==> config.mk <==
export PLATFORM = sky130hd
export DESIGN_NAME = box_pos_ctrl_flat
export DESIGN_NICKNAME = d
export VERILOG_FILES = /design/src/rtl/box_pkg.sv /design/src/rtl/box_pos_ctrl_if.sv /design/src/rtl/box_pos_ctrl_dir_tracker.sv /design/src/rtl/box_pos_ctrl.sv /design/src/flat_wrapper.sv
export SDC_FILE = /design/constraint.sdc
export NUM_CORES = 1
export LEC_CHECK = 0
export CAP_MARGIN = 20
export CELL_PAD_IN_SITES_DETAIL_PLACEMENT = 1
export CELL_PAD_IN_SITES_GLOBAL_PLACEMENT = 1
export CORE_ASPECT_RATIO = 0.9
export CORE_MARGIN = 5
export CORE_UTILIZATION = 47
export CTS_CLUSTER_DIAMETER = 200
export DETAILED_ROUTE_END_ITERATION = 7
export GPL_TIMING_DRIVEN = 0
export PLACE_DENSITY_LB_ADDON = 0.1
export SETUP_SLACK_MARGIN = 0.3
export SYNTH_ARGS = -nofsm -noshare
export SYNTH_HDL_FRONTEND = slang
export SYNTH_SLANG_ARGS = --single-unit
==> constraint.sdc <==
create_clock -name clk -period 7.3 [get_ports clk]
set_input_delay 1.095 -clock clk [delete_from_list [all_inputs] [get_ports clk]]
set_output_delay 1.095 -clock clk [all_outputs]
set_load 0.05 [all_outputs]
==> src/rtl/box_pkg.sv <==
// Shared types and constants for the frame-synchronous box position controller.
// Holds the FSM encoding, display extents and the clamped step helper.
package box_pkg;

    typedef enum logic [1:0] {
        IDLE,
        CALC,
        COMMIT
    } state_t;

    localparam int H_ACTIVE = 640;
    localparam int V_ACTIVE = 480;
    localparam int CW       = 10;
    localparam int CW1      = CW + 1;

    // One axis move: opposing requests cancel, result saturates at 0 and maxv.
    function automatic logic [CW-1:0] step_clamp(
        input logic [CW-1:0] p,
        input logic          dec,
        input logic          inc,
        input int            step,
        input int            maxv
    );
        logic [CW:0] w;
        logic [CW:0] s;
        logic [CW:0] m;
        w = {1'b0, p};
        s = CW1'(step);
        m = CW1'(maxv);
        step_clamp = p;
        if (dec && !inc) begin
            step_clamp = (w < s) ? '0 : CW'(w - s);
        end else if (inc && !dec) begin
            step_clamp = ((w + s) > m) ? CW'(m) : CW'(w + s);
        end
    endfunction

endpackage

==> src/rtl/box_pos_ctrl_if.sv <==
// Button/VS inputs and committed position outputs of the box controller.
// master drives buttons and VS; slave is the controller.
interface box_pos_ctrl_if;
    import box_pkg::*;

    logic          vs;
    logic          btn_left;
    logic          btn_right;
    logic          btn_up;
    logic          btn_down;
    logic          freeze;
    logic [CW-1:0] x;
    logic [CW-1:0] y;
    logic          updated;
    logic          busy;

    modport master (
        output vs, btn_left, btn_right, btn_up, btn_down, freeze,
        input  x, y, updated, busy
    );

    modport slave (
        input  vs, btn_left, btn_right, btn_up, btn_down, freeze,
        output x, y, updated, busy
    );

endinterface

==> src/rtl/box_pos_ctrl_dir_tracker.sv <==
// Per-direction button tracker: edge capture into a pending bit plus a
// saturating hold counter that drives auto-repeat once a full hold is reached.
module dir_tracker #(
    parameter int HOLD_FRAMES = 8
) (
    input  logic clk,
    input  logic rst,
    input  logic btn_i,
    input  logic commit_i,
    output logic req_o
);

    logic       btn_q;
    logic       pend_q;
    logic       pend_d;
    logic [3:0] hold_q;
    logic [3:0] hold_d;
    logic       rise;
    logic       held_full;

    assign rise      = btn_i & ~btn_q;
    assign held_full = (hold_q == 4'(HOLD_FRAMES));
    assign req_o     = pend_q | held_full;

    // A fresh edge during the commit cycle survives the clear.
    always_comb begin
        pend_d = rise | (pend_q & ~commit_i);
        hold_d = hold_q;
        if (commit_i) begin
            if (!btn_q) begin
                hold_d = '0;
            end else if (!held_full) begin
                hold_d = hold_q + 4'd1;
            end
        end
    end

    always_ff @(posedge clk) begin
        if (rst) begin
            btn_q  <= 1'b0;
            pend_q <= 1'b0;
            hold_q <= '0;
        end else begin
            btn_q  <= btn_i;
            pend_q <= pend_d;
            hold_q <= hold_d;
        end
    end

endmodule

==> src/rtl/box_pos_ctrl.sv <==
// Frame-synchronous box position controller: gathers button requests and
// commits one clamped (x, y) update per VS falling edge so the box never tears.
module box_pos_ctrl
    import box_pkg::*;
#(
    parameter int X_INIT      = 300,
    parameter int Y_INIT      = 167,
    parameter int STEP        = 2,
    parameter int BOX_SIZE    = 200,
    parameter int HOLD_FRAMES = 8
) (
    input logic           clk,
    input logic           rst,
    box_pos_ctrl_if.slave bus
);

    localparam int X_MAX = H_ACTIVE - 1 - BOX_SIZE;
    localparam int Y_MAX = V_ACTIVE - 1 - BOX_SIZE;

    state_t        state_q;
    state_t        state_d;
    logic          vs_d_q;
    logic          frame_start;
    logic          commit;
    logic [3:0]    btn;
    logic [3:0]    req;
    logic [CW-1:0] x_q;
    logic [CW-1:0] y_q;
    logic [CW-1:0] nx_q;
    logic [CW-1:0] ny_q;
    logic [CW-1:0] nx_d;
    logic [CW-1:0] ny_d;
    logic          upd_q;

    assign frame_start = vs_d_q & ~bus.vs;
    assign commit      = (state_q == COMMIT);
    assign btn         = {bus.btn_down, bus.btn_up, bus.btn_right, bus.btn_left};

    for (genvar i = 0; i < 4; i++) begin : g_dir
        dir_tracker #(
            .HOLD_FRAMES(HOLD_FRAMES)
        ) u_dir (
            .clk     (clk),
            .rst     (rst),
            .btn_i   (btn[i]),
            .commit_i(commit),
            .req_o   (req[i])
        );
    end

    assign nx_d = step_clamp(x_q, req[0], req[1], STEP, X_MAX);
    assign ny_d = step_clamp(y_q, req[2], req[3], STEP, Y_MAX);

    always_comb begin
        state_d = state_q;
        unique case (state_q)
            IDLE:    if (frame_start && !bus.freeze) state_d = CALC;
            CALC:    state_d = COMMIT;
            COMMIT:  state_d = IDLE;
            default: state_d = IDLE;
        endcase
    end

    // vs_d resets high so a low VS out of reset is not a frame edge.
    always_ff @(posedge clk) begin
        if (rst) begin
            state_q <= IDLE;
            vs_d_q  <= 1'b1;
            x_q     <= CW'(X_INIT);
            y_q     <= CW'(Y_INIT);
            nx_q    <= CW'(X_INIT);
            ny_q    <= CW'(Y_INIT);
            upd_q   <= 1'b0;
        end else begin
            state_q <= state_d;
            vs_d_q  <= bus.vs;
            upd_q   <= commit;
            if (state_q == CALC) begin
                nx_q <= nx_d;
                ny_q <= ny_d;
            end
            if (commit) begin
                x_q <= nx_q;
                y_q <= ny_q;
            end
        end
    end

    assign bus.x       = x_q;
    assign bus.y       = y_q;
    assign bus.updated = upd_q;
    assign bus.busy    = (state_q != IDLE);

endmodule

==> src/flat_wrapper.sv <==
// flat-port wrapper written by rule: the top's interface ports become plain ports
module box_pos_ctrl_flat import box_pkg::*;
#(
    parameter int X_INIT      = 300,
    parameter int Y_INIT      = 167,
    parameter int STEP        = 2,
    parameter int BOX_SIZE    = 200,
    parameter int HOLD_FRAMES = 8
)
  (clk, rst, bus_vs, bus_btn_left, bus_btn_right, bus_btn_up, bus_btn_down, bus_freeze, bus_x, bus_y, bus_updated, bus_busy);
  box_pos_ctrl_if bus_i ();
  input logic clk;
  input logic rst;
  input wire logic [$bits(bus_i.vs)-1:0] bus_vs;
  input wire logic [$bits(bus_i.btn_left)-1:0] bus_btn_left;
  input wire logic [$bits(bus_i.btn_right)-1:0] bus_btn_right;
  input wire logic [$bits(bus_i.btn_up)-1:0] bus_btn_up;
  input wire logic [$bits(bus_i.btn_down)-1:0] bus_btn_down;
  input wire logic [$bits(bus_i.freeze)-1:0] bus_freeze;
  output wire logic [$bits(bus_i.x)-1:0] bus_x;
  output wire logic [$bits(bus_i.y)-1:0] bus_y;
  output wire logic [$bits(bus_i.updated)-1:0] bus_updated;
  output wire logic [$bits(bus_i.busy)-1:0] bus_busy;
  assign bus_i.vs = bus_vs;
  assign bus_i.btn_left = bus_btn_left;
  assign bus_i.btn_right = bus_btn_right;
  assign bus_i.btn_up = bus_btn_up;
  assign bus_i.btn_down = bus_btn_down;
  assign bus_i.freeze = bus_freeze;
  assign bus_x = bus_i.x;
  assign bus_y = bus_i.y;
  assign bus_updated = bus_i.updated;
  assign bus_busy = bus_i.busy;
  box_pos_ctrl #(.X_INIT(X_INIT), .Y_INIT(Y_INIT), .STEP(STEP), .BOX_SIZE(BOX_SIZE), .HOLD_FRAMES(HOLD_FRAMES)) u_core (.clk(clk), .rst(rst), .bus(bus_i));
endmodule
==> summary.md, run 1 <==
• final weighted congestion of routability-driven global placement: 0.872
• Critical Path Most Common Cell: sky130_fd_sc_hd__buf_1
• worst setup slack after placement: 3.84 ns
• total number of placement rows: 31
• overall die area: 10,300 sq um
• most frequent cells in the layout: sky130_fd_sc_hd__dfxtp_1, sky130_fd_sc_hd__nor2_1, sky130_fd_sc_hd__nand2_1
• final wirelength: 12.9 mm
• crit-path leading delay family: buffers and inverters
• Yosys warning total: 0
• instance count along the most critical hold path: 2
• ys async rst share: 0
• startpoint type of the worst setup path: input port
• count of pins over their slew limit: 0
• worst path buffer plus inverter count: 4
• number of antenna violations at the first check in global routing: 0
• IO Pins: 30
• launch point of the worst path: rst
• maximum achievable frequency: 0.323 GHz
• startpoint of the worst-slack reg-to-reg timing path: u_core.g_dir[1].u_dir.hold_q[0]$_SDFFE_PP0P_
• Synth Flop Type: sky130_fd_sc_hd__dfxtp_1
• data required time of the worst path: 7.49 ns
• CTS Hold Buffers Added: 0
• unrepaired setup endpoints after global routing: no
• total number of vias: 4,086
• Final Worst Setup Slack: 4.20 ns
• number of CTS-inserted buffers: 9
• endpoints failing setup: 0
• Relative slew margins: 0.456
• Detailed Place HPWL: 9.23 mm
• average instance area after synthesis: 7.73 sq um
• pin count of the biggest net entering global routing: 13
• sequential area share after synthesis: 0.345
• H-tree depth reported by CTS: 3
• Core Footprint: 8110 sq um
• CTS root buffer: sky130_fd_sc_hd__clkbuf_8
• clock insertion delay at the later pin of the skew report: 0.35 ns
• number of enable-type register cells in the synthesized netlist: 0
• R2R depth: 8
• data arrival time at the worst-slack endpoint: 3.28 ns
• drt initial violations: 221
• area grow syn2layout: 15.9%
• via count of the first global-routing pass: 4,251
• overall die width: 107 um
• Post-route DRC: 0
• maxcap violations: 0
• synthesized netlist net count: 532
• Min-Delay Startpoint: u_core.nx_q[6]$_SDFFE_PP0N_
• total routing resource utilization after global routing: 0.251
• post-detailed-route count of antenna-violating nets: 0
• first-pass GRT wire length: 21.3 mm
• height of the die: 96.9 um
• worst reg-to-reg setup slack: 4.54 ns
• Critical Path End Type: register
• Layout Skew: 0.00899 ns
• standby leakage power: 1.63 nW
• mean routed wirelength per cell: 19.7 um
• number of nets in the final layout: 572
• worst-case hold path end point: u_core.bus.x[6]$_SDFFE_PP0P_
• GRT Residual Overflow: 0
• cell chain of the critical path: clkdlybuf4s50_1 > clkbuf_1 > buf_1 > buf_1 > a21oi_1
• largest stage delay on the critical path: 0.57 ns
• result of the run: finished, final reports clean
• Pre-antenna DRT Iters: 5
• via/cell ratio: 6.26
• number of storage elements in the synthesis netlist: 68
• fraction of layout instances using a drive strength above 1: 0.0505
• most frequent standard cell in the layout excluding fill and tap cells: sky130_fd_sc_hd__dfxtp_1
• buffers inserted by post-CTS timing repair: 0
• critical path fanouts, max: 10
• number of instances in the synthesized netlist: 510
• Setup Crit Path Kind: input port to register
• number of resized instances in the post-cts repair step: 0
• slew at the pin closest to its max-slew limit: 0.813 ns
• Cell Area, Synth: 3940 sq um
• Pwr Density: 181 nW/um^2
• class of the worst hold path: register to register
• share of the clock period used by the worst path after layout: 0.424
• Worst VDD drop: 0.137 mV
• Final Hold Vio Count: 0
• Final Critical Period: 3.10 ns
• starting utilization of the core area: 0.486
• Clock Path Buffers: 2
• CTS sink count: 68
• TritonCTS clock tree: built
• quantity of I/O buffers inserted on ports: 29
• Critical Path Slowest Stage Cell: sky130_fd_sc_hd__buf_1
• setup TNS: 0 ns
• r2r endpoint: u_core.nx_q[7]$_SDFFE_PP0N_
• Cell variety after synth: 60
• clock-pin slew of the registers on the worst-case setup and hold paths: 0.07 ns
• count of antenna diodes in the layout: 0
==> tightest hold or removal path: stages (launching register included) <==
cell and delay, ns:
sky130_fd_sc_hd__dfxtp_1 0.31, sky130_fd_sc_hd__nand2_1 0.05, sky130_fd_sc_hd__a21oi_1 0.05
==> flip-flops by register name, summed over array words and instances (netlist names) <==
name,cells
u_core.g_dir.u_dir.hold_q,16
u_core.bus.x,10
u_core.bus.y,10
u_core.nx_q,10
u_core.ny_q,10
u_core.g_dir.u_dir.btn_q,4
u_core.g_dir.u_dir.pend_q,4
u_core.state_q,2
u_core.bus.updated,1
u_core.vs_d_q,1
==> kinds of logic (layout without fill, tap and decap cells) <==
kind of cell,Yosys count,after routing,synth area share
xor+xnor,21,21,0.0467
buf+inv,56,100,0.0568
fa+ha+maj,14,14,0.0444
flops,68,68,0.345
simple gates,224,224,0.278
compound gates,125,125,0.223
mux,2,2,0.00540
==> synth_stat cells (6+ instances only) <==
library cell | n | area share
sky130_fd_sc_hd__a211o_1 | 9 | 0.020
sky130_fd_sc_hd__a211oi_1 | 14 | 0.027
sky130_fd_sc_hd__a21oi_1 | 26 | 0.033
sky130_fd_sc_hd__a31oi_1 | 10 | 0.016
sky130_fd_sc_hd__clkbuf_1 | 22 | 0.021
sky130_fd_sc_hd__dfxtp_1 | 68 | 0.35
sky130_fd_sc_hd__ha_1 | 14 | 0.044
sky130_fd_sc_hd__inv_1 | 23 | 0.022
sky130_fd_sc_hd__nand2_1 | 59 | 0.056
sky130_fd_sc_hd__nand3_1 | 19 | 0.024
sky130_fd_sc_hd__nand3b_1 | 7 | 0.013
sky130_fd_sc_hd__nand4_1 | 11 | 0.017
sky130_fd_sc_hd__nor2_1 | 60 | 0.057
sky130_fd_sc_hd__nor2b_1 | 9 | 0.014
sky130_fd_sc_hd__nor3_1 | 20 | 0.025
sky130_fd_sc_hd__nor3b_1 | 6 | 0.011
sky130_fd_sc_hd__nor4_1 | 6 | 0.0095
sky130_fd_sc_hd__o21ai_0 | 16 | 0.020
sky130_fd_sc_hd__xnor2_1 | 11 | 0.024
sky130_fd_sc_hd__xor2_1 | 10 | 0.022
==> report_power, final <==
part           internal (mW)  leakage, nW  switching, mW
clock network          0.191        0.102          0.151
logic                 0.0303        0.976         0.0615
registers              0.381        0.553         0.0106
total                  0.602         1.63          0.223
==> per-layer routing <==
| metal | vias to the layer above | GRT usage | part of all wire |
|---|---|---|---|
| li1 | 1913 | - | - |
| met1 | 2027 | 0.335 | 0.46 |
| met2 | 128 | 0.416 | 0.48 |
| met3 | 18 | 0.0459 | 0.051 |
| met4 | 0 | 0.0649 | 0.012 |
| met5 | - | 0 | 0 |
==> stage by stage <==
step / util / instance area [sq um] / power (mW) / cells / hold slack (ns)
final: 0.564 / 4570 / 0.825 / 653 / 0.455
after global routing: 0.564 / 4570 / 0.855 / 653 / 0.490
after CTS: 0.564 / 4570 / 0.828 / 653 / 0.459
after detailed placement: 0.537 / 4360 / 0.488 / 638 / 0.449
after global placement: 0.537 / 4360 / 0.484 / 638 / 0.439
after floorplan: - / 3940 / 0.457 / 510 / 0.432
==> area by class of cell <==
type	count	area, sq um
multi-input cells	386	2360
flip-flops and latches	68	1360
plain buffers	32	134
repair buffers	29	290
well taps	99	124
clock buffers	9	124
fillers	1028	3540
clock inverters	6	88.8
inverters	24	90.1
==> worst max-delay path by stage <==
stage / cells past startpoint / end
4_1_cts: 5 / u_core.bus.x[4]$_SDFFE_PP0P_
6_report: 5 / u_core.bus.x[4]$_SDFFE_PP0P_
5_1_grt: 5 / u_core.bus.x[4]$_SDFFE_PP0P_
2_1_floorplan: 9 / u_core.ny_q[9]$_SDFFE_PP0N_
3_3_place_gp: 5 / u_core.bus.x[4]$_SDFFE_PP0P_
3_5_place_dp: 5 / u_core.bus.x[4]$_SDFFE_PP0P_
Note: power is estimated with default switching activity, not from simulation.
==> inputs of run 2 (changes only) <==
CORE_UTILIZATION = 44   (was 47)
clock period = 3.2 ns   (was 7.3 ns; I/O delays follow)
==> summary.md, run 2 (synthesized netlist as in run 1, its figures left out) <==
• first-pass GRT wire length: 20.8 mm
• total number of vias: 4,068
• Pwr Density: 409 nW/um^2
• total routing resource utilization after global routing: 0.239
• fraction of layout instances using a drive strength above 1: 0.0505
• area grow syn2layout: 16.6%
• H-tree depth reported by CTS: 3
• via count of the first global-routing pass: 4,073
• Relative slew margins: 0.426
• final wirelength: 12.7 mm
• clock-pin slew of the registers on the worst-case setup and hold paths: 0.08 ns
• share of the clock period used by the worst path after layout: 0.872
• setup TNS: 0 ns
• count of antenna diodes in the layout: 0
• CTS Hold Buffers Added: 0
• CTS sink count: 68
• number of antenna violations at the first check in global routing: 0
• Final Critical Period: 2.79 ns
• Clock Path Buffers: 2
• final weighted congestion of routability-driven global placement: 0.914
• starting utilization of the core area: 0.456
• GRT Residual Overflow: 0
• buffers inserted by post-CTS timing repair: 0
• drt initial violations: 186
• critical path fanouts, max: 9
• TritonCTS clock tree: built
• IO Pins: 30
• overall die width: 110 um
• Reg with most FFs: u_core.g_dir.u_dir.hold_q
• Layout Skew: 0.00982 ns
• number of nets in the final layout: 572
• R2R depth: 9
• data required time of the worst path: 3.40 ns
• Detailed Place HPWL: 9.32 mm
• most frequent standard cell in the layout excluding fill and tap cells: sky130_fd_sc_hd__dfxtp_1
• endpoints failing setup: 0
• Critical Path End Type: register
• unrepaired setup endpoints after global routing: no
• startpoint type of the worst setup path: register
• Pre-antenna DRT Iters: 5
• count of pins over their slew limit: 0
• total number of placement rows: 32
• data arrival time at the worst-slack endpoint: 2.99 ns
• Core Footprint: 8650 sq um
• maxcap violations: 0
• clock insertion delay at the later pin of the skew report: 0.34 ns
• Worst VDD drop: 0.251 mV
• quantity of I/O buffers inserted on ports: 29
• mean routed wirelength per cell: 18.9 um
• instance count along the most critical hold path: 2
• number of CTS-inserted buffers: 9
• number of fillers in the final layout: 1,102
• height of the die: 99.8 um
• standby leakage power: 1.63 nW
• fraction of the core area covered by cells at the end of the flow: 0.531
• maximum achievable frequency: 0.358 GHz
• via/cell ratio: 6.04
• CTS root buffer: sky130_fd_sc_hd__clkbuf_8
• result of the run: finished, final reports clean
• class of the worst hold path: register to register
• Final Hold Vio Count: 0
• post-detailed-route count of antenna-violating nets: 0
• pin count of the biggest net entering global routing: 13
• overall die area: 11,000 sq um
• most frequent cells in the layout: sky130_fd_sc_hd__dfxtp_1, sky130_fd_sc_hd__nor2_1, sky130_fd_sc_hd__nand2_1
• number of resized instances in the post-cts repair step: 0
• Setup Crit Path Kind: register to register
• slew at the pin closest to its max-slew limit: 0.855 ns
• number of flip-flops under the largest register name: 16
• Post-route DRC: 0
-- run 2: cell count changes in the layout (fill, tap and decap cells not counted), sizes merged --
cell / before / now
clkinv: 2 / 4
clkinvlp: 2 / 1
inv: 24 / 23
-- run 2: final cells by class --
cell class,count,area [sq um],share of cell area
Clock buffer,9,124,0.0270
Multi-Input combinational cell,386,2360,0.513
Sequential cell,68,1360,0.296
Clock inverter,6,90.1,0.0196
Buffer,32,134,0.0291
Tap cell,119,149,0.0324
Inverter,24,90.1,0.0196
Timing Repair Buffer,29,290,0.0632
-- run 2: metal layers --
layer  GRT usage  vias to the layer above  routed length [um]
met3      0.0469                       20                 719
li1            -                     1917                   -
met1       0.322                     1982                5770
met5           0                        -                   0
met2       0.397                      149                6090
met4      0.0537                        0                 124
-- run 2: where the power goes --
group | switching, mW | leakage [nW] | internal [mW] | total [mW]
registers | 0.0233 | 0.553 | 0.869 | 0.892
logic | 0.139 | 0.976 | 0.0689 | 0.208
clock network | 0.344 | 0.105 | 0.436 | 0.779
total | 0.506 | 1.63 | 1.37 | 1.88
-- run 2: worst paths after layout --
kind | start | to | slack [ns]
min | u_core.ny_q[3]$_SDFFE_PP0N_ | u_core.bus.y[3]$_SDFFE_PP0P_ | 0.46
max reg2reg | u_core.bus.y[1]$_SDFFE_PP1P_ | u_core.ny_q[9]$_SDFFE_PP0N_ | 0.41
max | u_core.bus.y[1]$_SDFFE_PP1P_ | u_core.ny_q[9]$_SDFFE_PP0N_ | 0.41
min reg2reg | u_core.ny_q[3]$_SDFFE_PP0N_ | u_core.bus.y[3]$_SDFFE_PP0P_ | 0.46
-- run 2: per-stage QoR --
step	total power [mW]	instance area (sq um)	instances	hold WS (ns)	setup WS, ns
after floorplan	1.04	3940	510	0.432	0.598
after CTS	1.88	4590	673	0.455	0.468
final	1.88	4590	673	0.457	0.410
after detailed placement	1.11	4380	658	0.453	0.383
after global routing	1.95	4590	673	0.482	0.304
after global placement	1.11	4380	658	0.437	0.447
-- run 2: critical path: stages (launching register included) --
cell and delay (ns):
sky130_fd_sc_hd__dfxtp_1 0.33, sky130_fd_sc_hd__buf_2 0.18, sky130_fd_sc_hd__inv_1 0.18, sky130_fd_sc_hd__ha_1 0.23
sky130_fd_sc_hd__or4b_4 0.49, sky130_fd_sc_hd__or2_1 0.26, sky130_fd_sc_hd__or3_1 0.33, sky130_fd_sc_hd__and3_1 0.19
sky130_fd_sc_hd__a211oi_1 0.33, sky130_fd_sc_hd__a211oi_1 0.12
